===== src/rtl/scan_sequencer_pkg.sv =====
// Shared types and constants for the scan sequencer and its mask lookup.
package scan_pkg;

  // Channel count and index width of the downstream 3-to-8 decoder.
  localparam int NUM_CH = 8;
  localparam int SEL_W  = 3;

  // Sequencer control states.
  typedef enum logic [1:0] {
    IDLE = 2'd0,
    SCAN = 2'd1,
    DONE = 2'd2
  } state_e;

endpackage


===== src/rtl/scan_sequencer_mask_next_index.sv =====
// Combinational channel lookup over an 8-bit enable mask: lowest set bit,
// next set bit strictly above the current index, and a wrap flag when no
// higher bit exists. When wrapping, nxt falls back to the lowest set bit so
// a continuous scan can take it directly.
module mask_next_index
  import scan_pkg::*;
(
  input  logic [NUM_CH-1:0] mask,
  input  logic [SEL_W-1:0]  cur,
  output logic [SEL_W-1:0]  nxt,
  output logic [SEL_W-1:0]  first,
  output logic              wrap
);

  logic [SEL_W-1:0] first_s;
  logic [SEL_W-1:0] higher_s;
  logic             found_s;

  // Scan from the top bit down so the last hit is the lowest qualifying bit.
  always_comb begin
    first_s  = 3'd0;
    higher_s = 3'd0;
    found_s  = 1'b0;
    for (int i = NUM_CH - 1; i >= 0; i--) begin
      first_s  = mask[i] ? SEL_W'(i) : first_s;
      higher_s = (mask[i] && (SEL_W'(i) > cur)) ? SEL_W'(i) : higher_s;
      found_s  = found_s | (mask[i] && (SEL_W'(i) > cur));
    end
  end

  assign first = first_s;
  assign nxt   = found_s ? higher_s : first_s;
  assign wrap  = ~found_s;

endmodule


===== src/rtl/scan_sequencer.sv =====
// Scan sequencer: steps a 3-bit channel index through the enabled channels
// of a latched mask, holding each for dwell+1 cycles, in single-pass or
// continuous mode. sel drives the 3-to-8 decoder input; sel_valid
// qualifies the decoded one-hot.
module scan_sequencer
  import scan_pkg::*;
#(
  parameter int DWELL_W = 8,
  parameter int NUM_CH  = 8
) (
  input  logic               clk,
  input  logic               reset,
  input  logic               start,
  input  logic               stop,
  input  logic               mode,
  input  logic [NUM_CH-1:0]  mask,
  input  logic [DWELL_W-1:0] dwell,
  output logic [2:0]         sel,
  output logic               sel_valid,
  output logic               slot_tick,
  output logic               busy,
  output logic               done
);

  state_e             state_q;
  logic [SEL_W-1:0]   sel_q;
  logic               sel_valid_q;
  logic               busy_q;
  logic               done_q;
  logic [DWELL_W-1:0] cnt_q;
  logic [NUM_CH-1:0]  mask_l_q;
  logic [DWELL_W-1:0] dwell_l_q;
  logic               mode_l_q;

  logic [NUM_CH-1:0]  lkp_mask_s;
  logic [SEL_W-1:0]   lkp_nxt_s;
  logic [SEL_W-1:0]   lkp_first_s;
  logic               lkp_wrap_s;
  logic               slot_end_s;

  // One lookup serves both uses: in IDLE it sees the incoming mask (start
  // lookup), otherwise the latched mask (slot advance).
  assign lkp_mask_s = (state_q == IDLE) ? mask : mask_l_q;

  mask_next_index u_lookup (
    .mask  (lkp_mask_s),
    .cur   (sel_q),
    .nxt   (lkp_nxt_s),
    .first (lkp_first_s),
    .wrap  (lkp_wrap_s)
  );

  // End of the current slot; equality compare so the counter never overflows.
  assign slot_end_s = (cnt_q == dwell_l_q);

  // Control FSM with registered outputs; reset aborts any scan silently.
  always_ff @(posedge clk or posedge reset) begin
    if (reset) begin
      state_q     <= IDLE;
      sel_q       <= 3'd0;
      sel_valid_q <= 1'b0;
      busy_q      <= 1'b0;
      done_q      <= 1'b0;
      cnt_q       <= '0;
      mask_l_q    <= '0;
      dwell_l_q   <= '0;
      mode_l_q    <= 1'b0;
    end else begin
      case (state_q)
        IDLE: begin
          done_q <= 1'b0;
          // stop beats start; an empty mask goes straight to DONE.
          if (start && !stop) begin
            if (|mask) begin
              mask_l_q    <= mask;
              dwell_l_q   <= dwell;
              mode_l_q    <= mode;
              sel_q       <= lkp_first_s;
              cnt_q       <= '0;
              sel_valid_q <= 1'b1;
              busy_q      <= 1'b1;
              state_q     <= SCAN;
            end else begin
              done_q  <= 1'b1;
              state_q <= DONE;
            end
          end else begin
            state_q <= IDLE;
          end
        end

        SCAN: begin
          if (stop) begin
            sel_valid_q <= 1'b0;
            busy_q      <= 1'b0;
            cnt_q       <= '0;
            state_q     <= IDLE;
          end else if (slot_end_s) begin
            cnt_q <= '0;
            if (!lkp_wrap_s || mode_l_q) begin
              // nxt already wraps to the lowest set bit in continuous mode.
              sel_q <= lkp_nxt_s;
            end else begin
              sel_valid_q <= 1'b0;
              busy_q      <= 1'b0;
              done_q      <= 1'b1;
              state_q     <= DONE;
            end
          end else begin
            cnt_q <= cnt_q + DWELL_W'(1);
          end
        end

        DONE: begin
          done_q  <= 1'b0;
          state_q <= IDLE;
        end

        default: begin
          state_q     <= IDLE;
          sel_valid_q <= 1'b0;
          busy_q      <= 1'b0;
          done_q      <= 1'b0;
          cnt_q       <= '0;
        end
      endcase
    end
  end

  assign sel       = sel_q;
  assign sel_valid = sel_valid_q;
  assign busy      = busy_q;
  assign done      = done_q;
  assign slot_tick = (state_q == SCAN) && slot_end_s;

endmodule

===== config.mk =====
export PLATFORM = sky130hd
export DESIGN_NAME = scan_sequencer
export DESIGN_NICKNAME = d
export VERILOG_FILES = /design/src/rtl/scan_sequencer_pkg.sv /design/src/rtl/scan_sequencer_mask_next_index.sv /design/src/rtl/scan_sequencer.sv
export SDC_FILE = /design/constraint.sdc
export NUM_CORES = 1
export LEC_CHECK = 0
export ABC_AREA = 1
export BUFFER_PORTS_ARGS = -buffer_cell sky130_fd_sc_hd__buf_4
export CELL_PAD_IN_SITES_DETAIL_PLACEMENT = 1
export CELL_PAD_IN_SITES_GLOBAL_PLACEMENT = 1
export CORE_MARGIN = 4
export CORE_UTILIZATION = 37
export DETAILED_ROUTE_END_ITERATION = 8
export PLACE_DENSITY = 0.76
export REMOVE_ABC_BUFFERS = 1
export SYNTH_ARGS = -nofsm -noshare
export SYNTH_HDL_FRONTEND = slang
export SYNTH_HIERARCHICAL = 1
export SYNTH_SLANG_ARGS = --single-unit

===== constraint.sdc =====
create_clock -name clk -period 1.85 [get_ports clk]
set_input_delay 0.0925 -clock clk [delete_from_list [all_inputs] [get_ports clk]]
set_output_delay 0.0925 -clock clk [all_outputs]
set_load 0.1 [all_outputs]

==> results of run 1 <==
## kinds of logic (layout without fill, tap and decap cells)
group	count (synthesis)	in the layout	share of synthesized area (%)
adder cells (fa/ha/maj)	1	1	0.583
XOR/XNOR	5	5	2.04
flip-flops	32	32	37.3
AO/OA/AOI/OAI	27	27	7.35
AND/OR/NAND/NOR	194	194	43.5
buffers and inverters	43	107	9.21
## state kept, by name, summed over array words and instances (netlist names)
| name | count |
|---|---|
| dwell_l_q | 8 |
| sel | 3 |
| cnt_q | 8 |
| busy | 1 |
| done | 1 |
| state_q | 2 |
| mode_l_q | 1 |
| mask_l_q | 8 |
## routing by layer
| metal | global-route usage, % | vias up | routed length [um] |
|---|---|---|---|
| met5 | 0 | - | 0 |
| li1 | - | 1074 | - |
| met2 | 35.3 | 26 | 3600 |
| met4 | 5.99 | 0 | 176 |
| met3 | 3.24 | 14 | 167 |
| met1 | 21.5 | 1047 | 2630 |
## layout by cell type, fill, tap and decap left out, types with 2 or more instances in the layout
cell,n
nand2_1,95
buf_4,55
xnor2_1,3
inv_4,3
inv_2,6
inv_1,29
nand4_1,7
o21ai_1,2
nand3_4,2
nor2_4,4
nand2_8,2
dfrtp_1,31
o21ai_0,3
nor2_2,5
nand3_2,8
xor2_1,2
nand2_2,17
clkbuf_8,7
o21ai_2,4
nor2_1,23
a21oi_1,13
nand3_1,19
buf_6,4
nand2_4,9
o21ai_4,2
## worst paths after layout
path | to | depth (start not counted)
max | sel[0] | 16
min | dwell_l_q[3] | 3
max reg2reg | sel[0] | 16
min reg2reg | mask_l_q[0] | 2
max in group asynchronous | cnt_q[5] | 4
min in group asynchronous | mask_l_q[5] | 4
## worst register-to-register path, stage by stage (launching register included)
cell and delay [ns]:
dfrtp_1 0.39, inv_2 0.12, nand2_8 0.11, o21ai_2 0.19
nand2_1 0.11, nand2_2 0.11, clkinv_4 0.06, nand2_4 0.07
nor2_4 0.03, inv_2 0.06, nor2_4 0.04, nor2_4 0.10
nor2_2 0.06, a21oi_4 0.16, nand3_2 0.12, nand2_1 0.08
nand2_1 0.05
## power breakdown
part	internal, mW	total, mW	switching [mW]	leakage [nW]
Clock	0.331	0.589	0.257	0.0503
Combinational	1.36	3.52	2.16	1.12
Sequential	0.961	1.19	0.227	0.398
## area by class of cell
class                   count  area [sq um]  share of cell area, %
multi-input cells         227          1300                   44.4
flip-flops and latches     32           802                   27.4
repair buffers             60           468                   16.0
inverters                  39           161                   5.52
clock buffers               7          96.3                   3.30
well taps                  72          90.1                   3.08
repair inverters            1          6.26                  0.214
## metrics by stage
stage               setup TNS [ns]  hold WS (ns)  cells  instance area [sq um]
floorplan                    -2.16         0.209    298                   2100
global placement            -0.741         0.224    415                   2530
detailed placement           -1.21         0.225    415                   2530
CTS                         -0.389        0.0366    431                   2760
global route                 -1.68        0.0571    438                   2920
finish                      -0.454        0.0434    438                   2920
## repair_timing
| item | CTS | global route |
|---|---|---|
| gates cloned | 1 | 0 |
| pin swaps | 11 | 14 |
| hold endpoints to repair | 32 | 0 |
| endpoints found under the setup margin | 7 | 8 |
| setup buffers | 7 | 7 |
| gates resized for setup | 23 | 31 |
| hold buffers | 1 | 0 |
==> reports/metrics.cfg, run 1 <==
[clocking]
cts_buffers = 5
clk_pin_slew_ns = 0.07
clk_latency_ns = 0.28
htree_num_levels = 2
cts_tree = yes
cts.sinks = 32
cts_root_buffer = clkbuf_8
clockBufferDepth = 2

[sta]
period_share_pct = 106
rsz0062_at_grt = yes
finClkSkew_ns = 0.00510
tightest_slew_ns = 0.452
fin_ws_ns = -0.114
final_hold_viol_count = 0
finalCriticalPeriod_ns = 1.96
fmax_ghz = 0.509
drv_slew = 0
setup_violations = 6
relSlewSlack_pct = 69.9

[setup_path]
r2r_start = state_q[0]
cp_max_fo = 8
critical_path_class = flop to flop
critPathRequiredTime_ns = 2.03
critPathLaunchType = flop
crit_family = simple AND/OR/NAND/NOR gates
r2r_slack_ns = -0.11
cp-end-kind = flop
worst-path-buf-inv = 3
worstPathArrival_ns = 2.14
path_cells = inv_2 -> nand2_8 -> o21ai_2 -> nand2_1 -> nand2_2 -> clkinv_4 -> nand2_4 -> nor2_4 -> inv_2 -> nor2_4 -> nor2_4 -> nor2_2 -> a21oi_4 -> nand3_2 -> nand2_1 -> nand2_1
cp-startpoint = state_q[0]
cp_slowest_cell = dfrtp_1
slowest_delay_ns = 0.39

[global_routing]
grt_util_all_layers_pct = 18.8
grt_max_degree = 33
grt_pass1_wl_mm = 10.8
antenna_found_initial = 0
overflow = 0
grt_pass1_vias = 2310

[floorplanning]
num_io_pins = 28
core_sq_um = 5570
initial_utilization_pct = 38.5
std_cell_rows = 27
die_w_um = 84.2
die_area_sq_um = 7080
die_h_um = 84.2

[power_and_ir_drop]
finalPower_mw = 5.30
power_density_nw_per_um2 = 1810
p_leak_nw = 1.57
vdd_drop_max_mv = 0.942

[yosys]
netlist_area_sq_um = 2150
ys_seq_area_share_pct = 37.3
async_flop_share_pct = 100
synth_flop_cell = dfrtp_1
ys_warn_count = 6
synth_top_area_share_pct = 37.3
synth_edf_count = 0
syn_area_per_cell_sq_um = 7.11
synth_cell_types = 31
synthTopCellsByArea = dfrtp_1 37%, nand2_1 19%, inv_1 5.6%, nand3_1 5.4%, nor2_1 4.5%
yosysMostFrequentCell = nand2_1
synth.largest_area_cell = dfrtp_1
synth_common_cells = 110 x nand2_1, 32 x dfrtp_1, 32 x inv_1, 26 x nor2_1, 23 x nand3_1
syn-instance-count = 302
ys_seq_elements = 32

[route]
drt-initial-drc-count = 75
drc = 0
routed_via_density = 4.93
first_pass_iters = 4
via_count = 2161
drt_wl_total_mm = 6.57
wl_per_cell_um = 15.0
antenna_left = 0

[status]
failed_checks = setup timing
outcome = complete, but fails checks

[place]
gp_congestion = 0.869
portBuffers = 27
hpwl_mm = 4.42
dpl_worst_slack_ns = -0.259

[cells_and_area]
area_growth_pct = 36.2
drive_above_1_share_pct = 36.6
nets = 388
nFillCells = 718
antenna_cells = 0
final_core_util_pct = 52.4

[min_path]
hold_start = dwell[3]
hold_class = input port to flop

[run]
maxCapViolations = 0

No activity file was read; power rests on OpenSTA's default activity.
==> inputs of run 2 (changes only) <==
Settings changed: SYNTH_HIERARCHICAL 1 to not set.
==> reports/metrics.cfg, run 2 <==
[global_routing]
grt_pass1_vias = 1990  ; was 2310
grt_pass1_wl_mm = 9.32  ; was 10.8 mm
grt_util_all_layers_pct = 18.3  ; was 18.8%
grt_max_degree = 33  ; unchanged
overflow = 0  ; unchanged
antenna_found_initial = 0  ; unchanged

[clocking]
cts.sinks = 32  ; unchanged
cts_buffers = 5  ; unchanged
clk_latency_ns = 0.29  ; was 0.28 ns
clk_pin_slew_ns = 0.07  ; about the same
clockBufferDepth = 2  ; unchanged
cts_root_buffer = clkbuf_8  ; unchanged
cts_tree = yes  ; unchanged
htree_num_levels = 2  ; unchanged

[setup_path]
reg2reg_depth = 13  ; was 16
cp-end-kind = flop  ; unchanged
cpMostUsedCell = nand2_2
reg2reg_to = sel[0]  ; unchanged
critPathRequiredTime_ns = 2.02  ; was 2.03 ns
r2r_slack_ns = 0.08  ; was -0.11 ns
cp_slowest_cell = dfrtp_2  ; was dfrtp_1
worstPathArrival_ns = 1.94  ; was 2.14 ns
r2r_start = state_q[1]  ; was state_q[0]
critPathLaunchType = flop  ; unchanged
slowest_delay_ns = 0.46  ; was 0.39 ns
path_cells = nor2_4 -> buf_6 -> nand2_4 -> nand3b_1 -> nand2_2 -> nor2_4 -> nand2_2 -> nor2_4 -> nand2_2 -> nand2_4 -> inv_2 -> nand2_2 -> nand2_1  ; was inv_2 -> nand2_8 -> o21ai_2 -> nand2_1 -> nand2_2 -> clkinv_4 -> nand2_4 -> nor2_4 -> inv_2 -> nor2_4 -> nor2_4 -> nor2_2 -> a21oi_4 -> nand3_2 -> nand2_1 -> nand2_1
critical_path_class = flop to flop  ; unchanged
cp_max_fo = 5  ; was 8

[cells_and_area]
fin_area_sq_um = 2530  ; was 2920 sq um
nFillCells = 676  ; was 718
final_common_cell = nand2_1  ; unchanged
antenna_cells = 0  ; unchanged
nets = 335  ; was 388
final_cell_mix = 83 x nand2_1, 40 x buf_4, 33 x inv_1  ; was 95 x nand2_1, 55 x buf_4, 31 x dfrtp_1
area_growth_pct = 28.3  ; was 36.2%
drive_above_1_share_pct = 30.6  ; was 36.6%
largest_registers = cnt_q x8, dwell_l_q x8, mask_l_q x8  ; unchanged

[route]
drt-initial-drc-count = 63  ; was 75
via_count = 1822  ; was 2161
drt_wl_total_mm = 5.38  ; was 6.57 mm
antenna_left = 0  ; unchanged
routed_via_density = 4.74  ; was 4.93
first_pass_iters = 4  ; unchanged
wl_per_cell_um = 14.0  ; was 15.0 um
drc = 0  ; unchanged

[floorplanning]
die_h_um = 81  ; was 84.2 um
initial_utilization_pct = 38.4  ; was 38.5%
std_cell_rows = 26  ; was 27
die_w_um = 81  ; was 84.2 um
die_area_sq_um = 6560  ; was 7080 sq um
num_io_pins = 28  ; unchanged
core_sq_um = 5140  ; was 5570 sq um

[min_path]
hold_class = input port to flop  ; unchanged
worstHoldPathCells = 2  ; was 3
holdPathEnd = dwell_l_q[2]  ; was dwell_l_q[3]
hold_start = dwell[2]  ; was dwell[3]

[yosys]
synth_top_area_share_pct = 40.6  ; was 37.3%
synth.largest_area_cell = dfrtp_1  ; unchanged
syn-instance-count = 265  ; was 302
synthTopCellsByArea = dfrtp_1 41%, nand2_1 17%, inv_1 6.3%, mux2_2 5.1%, nor2_1 3.8%  ; was dfrtp_1 37%, nand2_1 19%, inv_1 5.6%, nand3_1 5.4%, nor2_1 4.5%
synth_flop_cell = dfrtp_1  ; unchanged
netlist_area_sq_um = 1970  ; was 2150 sq um
synth_edf_count = 0  ; unchanged
ys_seq_area_share_pct = 40.6  ; was 37.3%
async_flop_share_pct = 100  ; unchanged
synth_common_cells = 87 x nand2_1, 33 x inv_1, 32 x dfrtp_1, 20 x nor2_1, 15 x o21ai_0  ; was 110 x nand2_1, 32 x dfrtp_1, 32 x inv_1, 26 x nor2_1, 23 x nand3_1
syn_area_per_cell_sq_um = 7.44  ; was 7.11 sq um
synth_cell_types = 27  ; was 31
ys_warn_count = 0  ; was 6
ys_seq_elements = 32  ; unchanged
yosysMostFrequentCell = nand2_1  ; unchanged

[sta]
rsz0062_at_grt = yes  ; unchanged
drv_slew = 0  ; unchanged
finClkSkew_ns = 0.00759  ; was 0.00510 ns
setup_violations = 0  ; was 6
finalCriticalPeriod_ns = 1.77  ; was 1.96 ns
whs_ns = 0.0320  ; was 0.0434 ns
fin_ws_ns = 0.0779  ; was -0.114 ns
fmax_ghz = 0.564  ; was 0.509 GHz
period_share_pct = 95.8  ; was 106%
final_hold_viol_count = 0  ; unchanged
relSlewSlack_pct = 72.2  ; was 69.9%
tns_ns = 0  ; was -0.454 ns
tightest_slew_ns = 0.418  ; was 0.452 ns

[power_and_ir_drop]
vdd_drop_max_mv = 0.454  ; was 0.942 mV
p_leak_nw = 1.33  ; was 1.57 nW
finalPower_mw = 2.62  ; was 5.30 mW
power_density_nw_per_um2 = 1040  ; was 1810 nW/um^2

[run]
maxCapViolations = 0  ; unchanged

[place]
portBuffers = 27  ; unchanged
dpl_worst_slack_ns = 0.0126  ; was -0.259 ns
gp_congestion = 0.867  ; was 0.869
dpl_cell_area_sq_um = 2310  ; was 2530 sq um
hpwl_mm = 4.26  ; was 4.42 mm

[status]
outcome = completed  ; was complete, but fails checks

==> run 2: changes by cell type in the layout (fill, tap and decap cells not counted), moves of 6 or more <==
| cell | before | now |
|---|---|---|
| buf_4 | 55 | 40 |
| nand2_1 | 95 | 83 |
| o21ai_0 | 3 | 15 |
| nand3_1 | 19 | 9 |
| mux2_2 | 0 | 9 |
| a21oi_1 | 13 | 6 |
| nand2_4 | 9 | 3 |
==> run 2: per-stage QoR <==
step,instances,util [%]
after floorplan,262,-
after global placement,368,45.0
after detailed placement,368,45.0
after CTS,377,47.4
after global routing,384,49.2
final,384,49.2
==> run 2: timing repair <==
| action | 4_1_cts | 5_1_grt |
|---|---|---|
| endpoints found under the hold margin | 32 | 0 |
| pin swaps | 1 | 2 |
| setup buffers | 0 | 7 |
| resized for setup | 0 | 15 |
| setup endpoints to repair | 1 | 6 |
| hold buffers | 1 | 0 |
==> run 2: kinds of logic (layout without fill, tap and decap cells) <==
family          Yosys count  in the layout  share of synthesized area (%)
simple gates            149            149                           35.2
fa+ha+maj                 1              1                          0.634
compound gates           28             28                           7.61
xor+xnor                  7              7                           3.11
mux                       9              9                           5.14
buf+inv                  39             88                           7.68
flops                    32             32                           40.6
==> run 2: worst max-delay path by stage <==
stage                    start        end  slack (ns)  cells after the start
floorplan             cnt_q[4]  slot_tick       -0.33                      6
global route        state_q[1]     sel[0]       -0.08                     13
finish              state_q[1]     sel[0]        0.08                     13
CTS                 state_q[0]     sel[0]       0.003                     12
detailed placement  state_q[1]     sel[0]        0.01                     12
global placement    state_q[1]       busy        0.13                     12
==> run 2: per-layer routing <==
layer  vias up  wire length, um  track usage [%]
met2        25             2610             30.5
met4         0               33             4.05
met3         2              175             3.10
li1        928                -                -
met1       867             2560             24.7
met5         -                0                0
==> run 2: final cells by class <==
type	count	area (sq um)	area share, %
Multi-Input combinational cell	194	1050	41.4
Sequential cell	32	803	31.8
Timing Repair Buffer	44	344	13.6
Inverter	36	135	5.34
Tap cell	70	87.6	3.46
Clock buffer	5	68.8	2.72
Clock inverter	3	42.5	1.68
==> run 2: power by group <==
| part | switching, mW | internal [mW] |
|---|---|---|
| Sequential | 0.137 | 0.825 |
| Clock | 0.271 | 0.398 |
| Combinational | 0.644 | 0.348 |
| Total | 1.05 | 1.57 |
==> run 2: critical path: cells and delay by family, from the launching register on <==
family,cells,cell delay [ns]
buf+inv,2,0.18
flops,1,0.46
simple gates,11,1.02
==> inputs of run 3 (changes only) <==
Settings changed: ABC_AREA 1 to not set, CORE_UTILIZATION 37 to 40, PLACE_DENSITY 0.76 to 0.77.
==> reports/metrics.cfg, run 3 <==
[yosys]
synth_edf_count = 0  ; unchanged
synth_common_cells = 32 x dfrtp_1, 17 x mux2_2, 14 x nor2_1, 13 x xor2_1, 10 x nand2_1  ; was 87 x nand2_1, 33 x inv_1, 32 x dfrtp_1, 20 x nor2_1, 15 x o21ai_0
ys_seq_elements = 32  ; unchanged
syn-instance-count = 189  ; was 265
yosysMostFrequentCell = dfrtp_1  ; was nand2_1
synth_cell_types = 54  ; was 27
ys_warn_count = 0  ; unchanged
async_flop_share_pct = 100  ; unchanged
netlist_area_sq_um = 1920  ; was 1970 sq um
synth_top_area_share_pct = 41.7  ; was 40.6%
synth.largest_area_cell = dfrtp_1  ; unchanged
synth_flop_cell = dfrtp_1  ; unchanged
syn_area_per_cell_sq_um = 10.2  ; was 7.44 sq um
synthTopCellsByArea = dfrtp_1 42%, mux2_2 10%, xor2_1 5.9%, nor2_1 2.7%, mux2i_1 2.6%  ; was dfrtp_1 41%, nand2_1 17%, inv_1 6.3%, mux2_2 5.1%, nor2_1 3.8%
ys_seq_area_share_pct = 41.7  ; was 40.6%

[cells_and_area]
area_growth_pct = 62.9  ; was 28.3%
nets = 296  ; was 335
final_cell_mix = 74 x buf_4, 30 x dfrtp_1, 18 x mux2_4  ; was 83 x nand2_1, 40 x buf_4, 33 x inv_1
antenna_cells = 0  ; unchanged
fin_cells = 327  ; was 384
final_core_util_pct = 69.5  ; was 49.2%
final_common_cell = buf_4  ; was nand2_1
largest_registers = cnt_q x8, dwell_l_q x8, mask_l_q x8  ; unchanged
drive_above_1_share_pct = 58.2  ; was 30.6%
nFillCells = 463  ; was 676

[setup_path]
cp_max_fo = 7  ; was 5
worstPathArrival_ns = 2.54  ; was 1.94 ns
critical_path_class = flop to flop  ; unchanged
crit_family = compound AO/OA/AOI/OAI gates  ; was simple AND/OR/NAND/NOR gates
cp-end-kind = flop  ; unchanged
critPathRequiredTime_ns = 2.07  ; was 2.02 ns
cp_num_cells = 6  ; was 13
slowest_delay_ns = 0.50  ; was 0.46 ns
critPathLaunchType = flop  ; unchanged
cp_slowest_cell = a222oi_1  ; was dfrtp_2
worst-path-buf-inv = 0  ; was 2
path_cells = or3b_4 -> a32o_2 -> a222oi_1 -> o22ai_1 -> mux2_4 -> mux2i_1  ; was nor2_4 -> buf_6 -> nand2_4 -> nand3b_1 -> nand2_2 -> nor2_4 -> nand2_2 -> nor2_4 -> nand2_2 -> nand2_4 -> inv_2 -> nand2_2 -> nand2_1
reg2reg_depth = 6  ; was 13

[global_routing]
grt_pass1_vias = 2253  ; was 1990
grt_max_degree = 33  ; unchanged
grt_util_all_layers_pct = 29.3  ; was 18.3%
grt_pass1_wl_mm = 13.1  ; was 9.32 mm
antenna_found_initial = 0  ; unchanged
overflow = 0  ; unchanged

[place]
portBuffers = 27  ; unchanged
gp_congestion = 0.920  ; was 0.867
place_inst = 300  ; was 368
hpwl_mm = 4.52  ; was 4.26 mm
dpl_worst_slack_ns = -0.464  ; was 0.0126 ns

[clocking]
cts_root_buffer = clkbuf_8  ; unchanged
clk_pin_slew_ns = 0.07  ; about the same
clockBufferDepth = 2  ; unchanged
cts_buffers = 5  ; unchanged
clk_latency_ns = 0.30  ; was 0.29 ns
cts_tree = yes  ; unchanged
htree_num_levels = 2  ; unchanged
cts.sinks = 32  ; unchanged

[route]
first_pass_iters = 4  ; unchanged
antenna_left = 0  ; unchanged
drt-initial-drc-count = 214  ; was 63
wl_per_cell_um = 28.9  ; was 14.0 um
via_count = 2065  ; was 1822
routed_via_density = 6.31  ; was 4.74
drt_wl_total_mm = 9.45  ; was 5.38 mm
drc = 0  ; unchanged

[power_and_ir_drop]
p_leak_nw = 1.46  ; was 1.33 nW
power_density_nw_per_um2 = 1130  ; was 1040 nW/um^2
vdd_drop_max_mv = 0.689  ; was 0.454 mV
finalPower_mw = 3.53  ; was 2.62 mW

[status]
failed_checks = setup timing
outcome = complete, but fails checks  ; was completed

[sta]
final_hold_viol_count = 0  ; unchanged
fmax_ghz = 0.431  ; was 0.564 GHz
period_share_pct = 125  ; was 95.8%
setup_violations = 30  ; was 0
fin_ws_ns = -0.470  ; was 0.0779 ns
finalCriticalPeriod_ns = 2.32  ; was 1.77 ns
finClkSkew_ns = 0.00857  ; was 0.00759 ns
tightest_slew_ns = 0.540  ; was 0.418 ns
relSlewSlack_pct = 63.5  ; was 72.2%
drv_slew = 0  ; unchanged
rsz0062_at_grt = yes  ; unchanged

[floorplanning]
std_cell_rows = 24  ; was 26
die_h_um = 77.3  ; was 81 um
core_sq_um = 4500  ; was 5140 sq um
num_io_pins = 28  ; unchanged
die_area_sq_um = 5970  ; was 6560 sq um
die_w_um = 77.3  ; was 81 um
initial_utilization_pct = 42.6  ; was 38.4%

[min_path]
worstHoldPathCells = 2  ; unchanged
hold_class = input port to flop  ; unchanged

[run]
maxCapViolations = 0  ; unchanged

[run 3: layout make-up]
cell class	instances	area (sq um)	area share, %
clock buffer	5	68.8	2.20
tap	52	65.1	2.08
inverter	7	26.3	0.840
timing repair buffer	88	724	23.2
sequential	32	803	25.7
clock inverter	3	42.5	1.36
multi-input combinational	140	1400	44.7
[run 3: per-layer routing]
layer  up-vias  share of wire (%)  global-route usage, %
met1      1049                 38                   34.0
met2       112                 52                   49.6
met3        38                5.0                   6.32
met5         -                  0                      0
li1        866                  -                      -
met4         0                4.8                   16.5
[run 3: power breakdown]
part	internal (mW)	switching, mW
logic	0.740	1.06
registers	0.834	0.191
clock network	0.398	0.302
[run 3: through the flow]
stage                     setup TNS (ns)  area, sq um  hold slack, ns
after floorplan                   -19.42         1860           0.209
after global placement             -4.64         2460           0.202
after detailed placement           -6.19         2460           0.212
after CTS                          -2.96         2960          0.0250
after global routing               -6.24         3130          0.0256
final                              -4.67         3130          0.0219
[run 3: logic make-up (layout without fill, tap and decap cells)]
| logic type | after synthesis | after routing | synth area share [%] |
|---|---|---|---|
| flops | 32 | 32 | 41.7 |
| xor+xnor | 14 | 14 | 6.38 |
| compound gates | 40 | 40 | 15.4 |
| buf+inv | 17 | 103 | 4.63 |
| simple gates | 60 | 60 | 16.9 |
| fa+ha+maj | 1 | 1 | 0.651 |
| mux | 25 | 25 | 14.3 |
[run 3: worst paths after layout]
kind / endpoint / from / slack [ns]
worst max register to register: sel[1] / state_q[0] / -0.47
worst min-delay path: dwell_l_q[3] / dwell[3] / 0.02
worst min register to register: done / done / 0.54
max in group asynchronous: state_q[1] / reset / 1.07
min in group asynchronous: mask_l_q[6] / reset / 0.45
worst max-delay path: sel[1] / state_q[0] / -0.47
[run 3: worst register-to-register path: cells and delay by family (launching register included)]
family / cells / cell delay [ns]
compound gates: 3 / 0.92
flops: 1 / 0.47
mux: 2 / 0.43
simple gates: 1 / 0.42
[run 3: repair_timing]
action,4_1_cts,5_1_grt
pin swaps,16,18
hold buffers,1,0
gates cloned,1,0
hold endpoints to repair,32,0
setup endpoints to repair,31,32
setup buffers,14,7
resized for setup,62,40
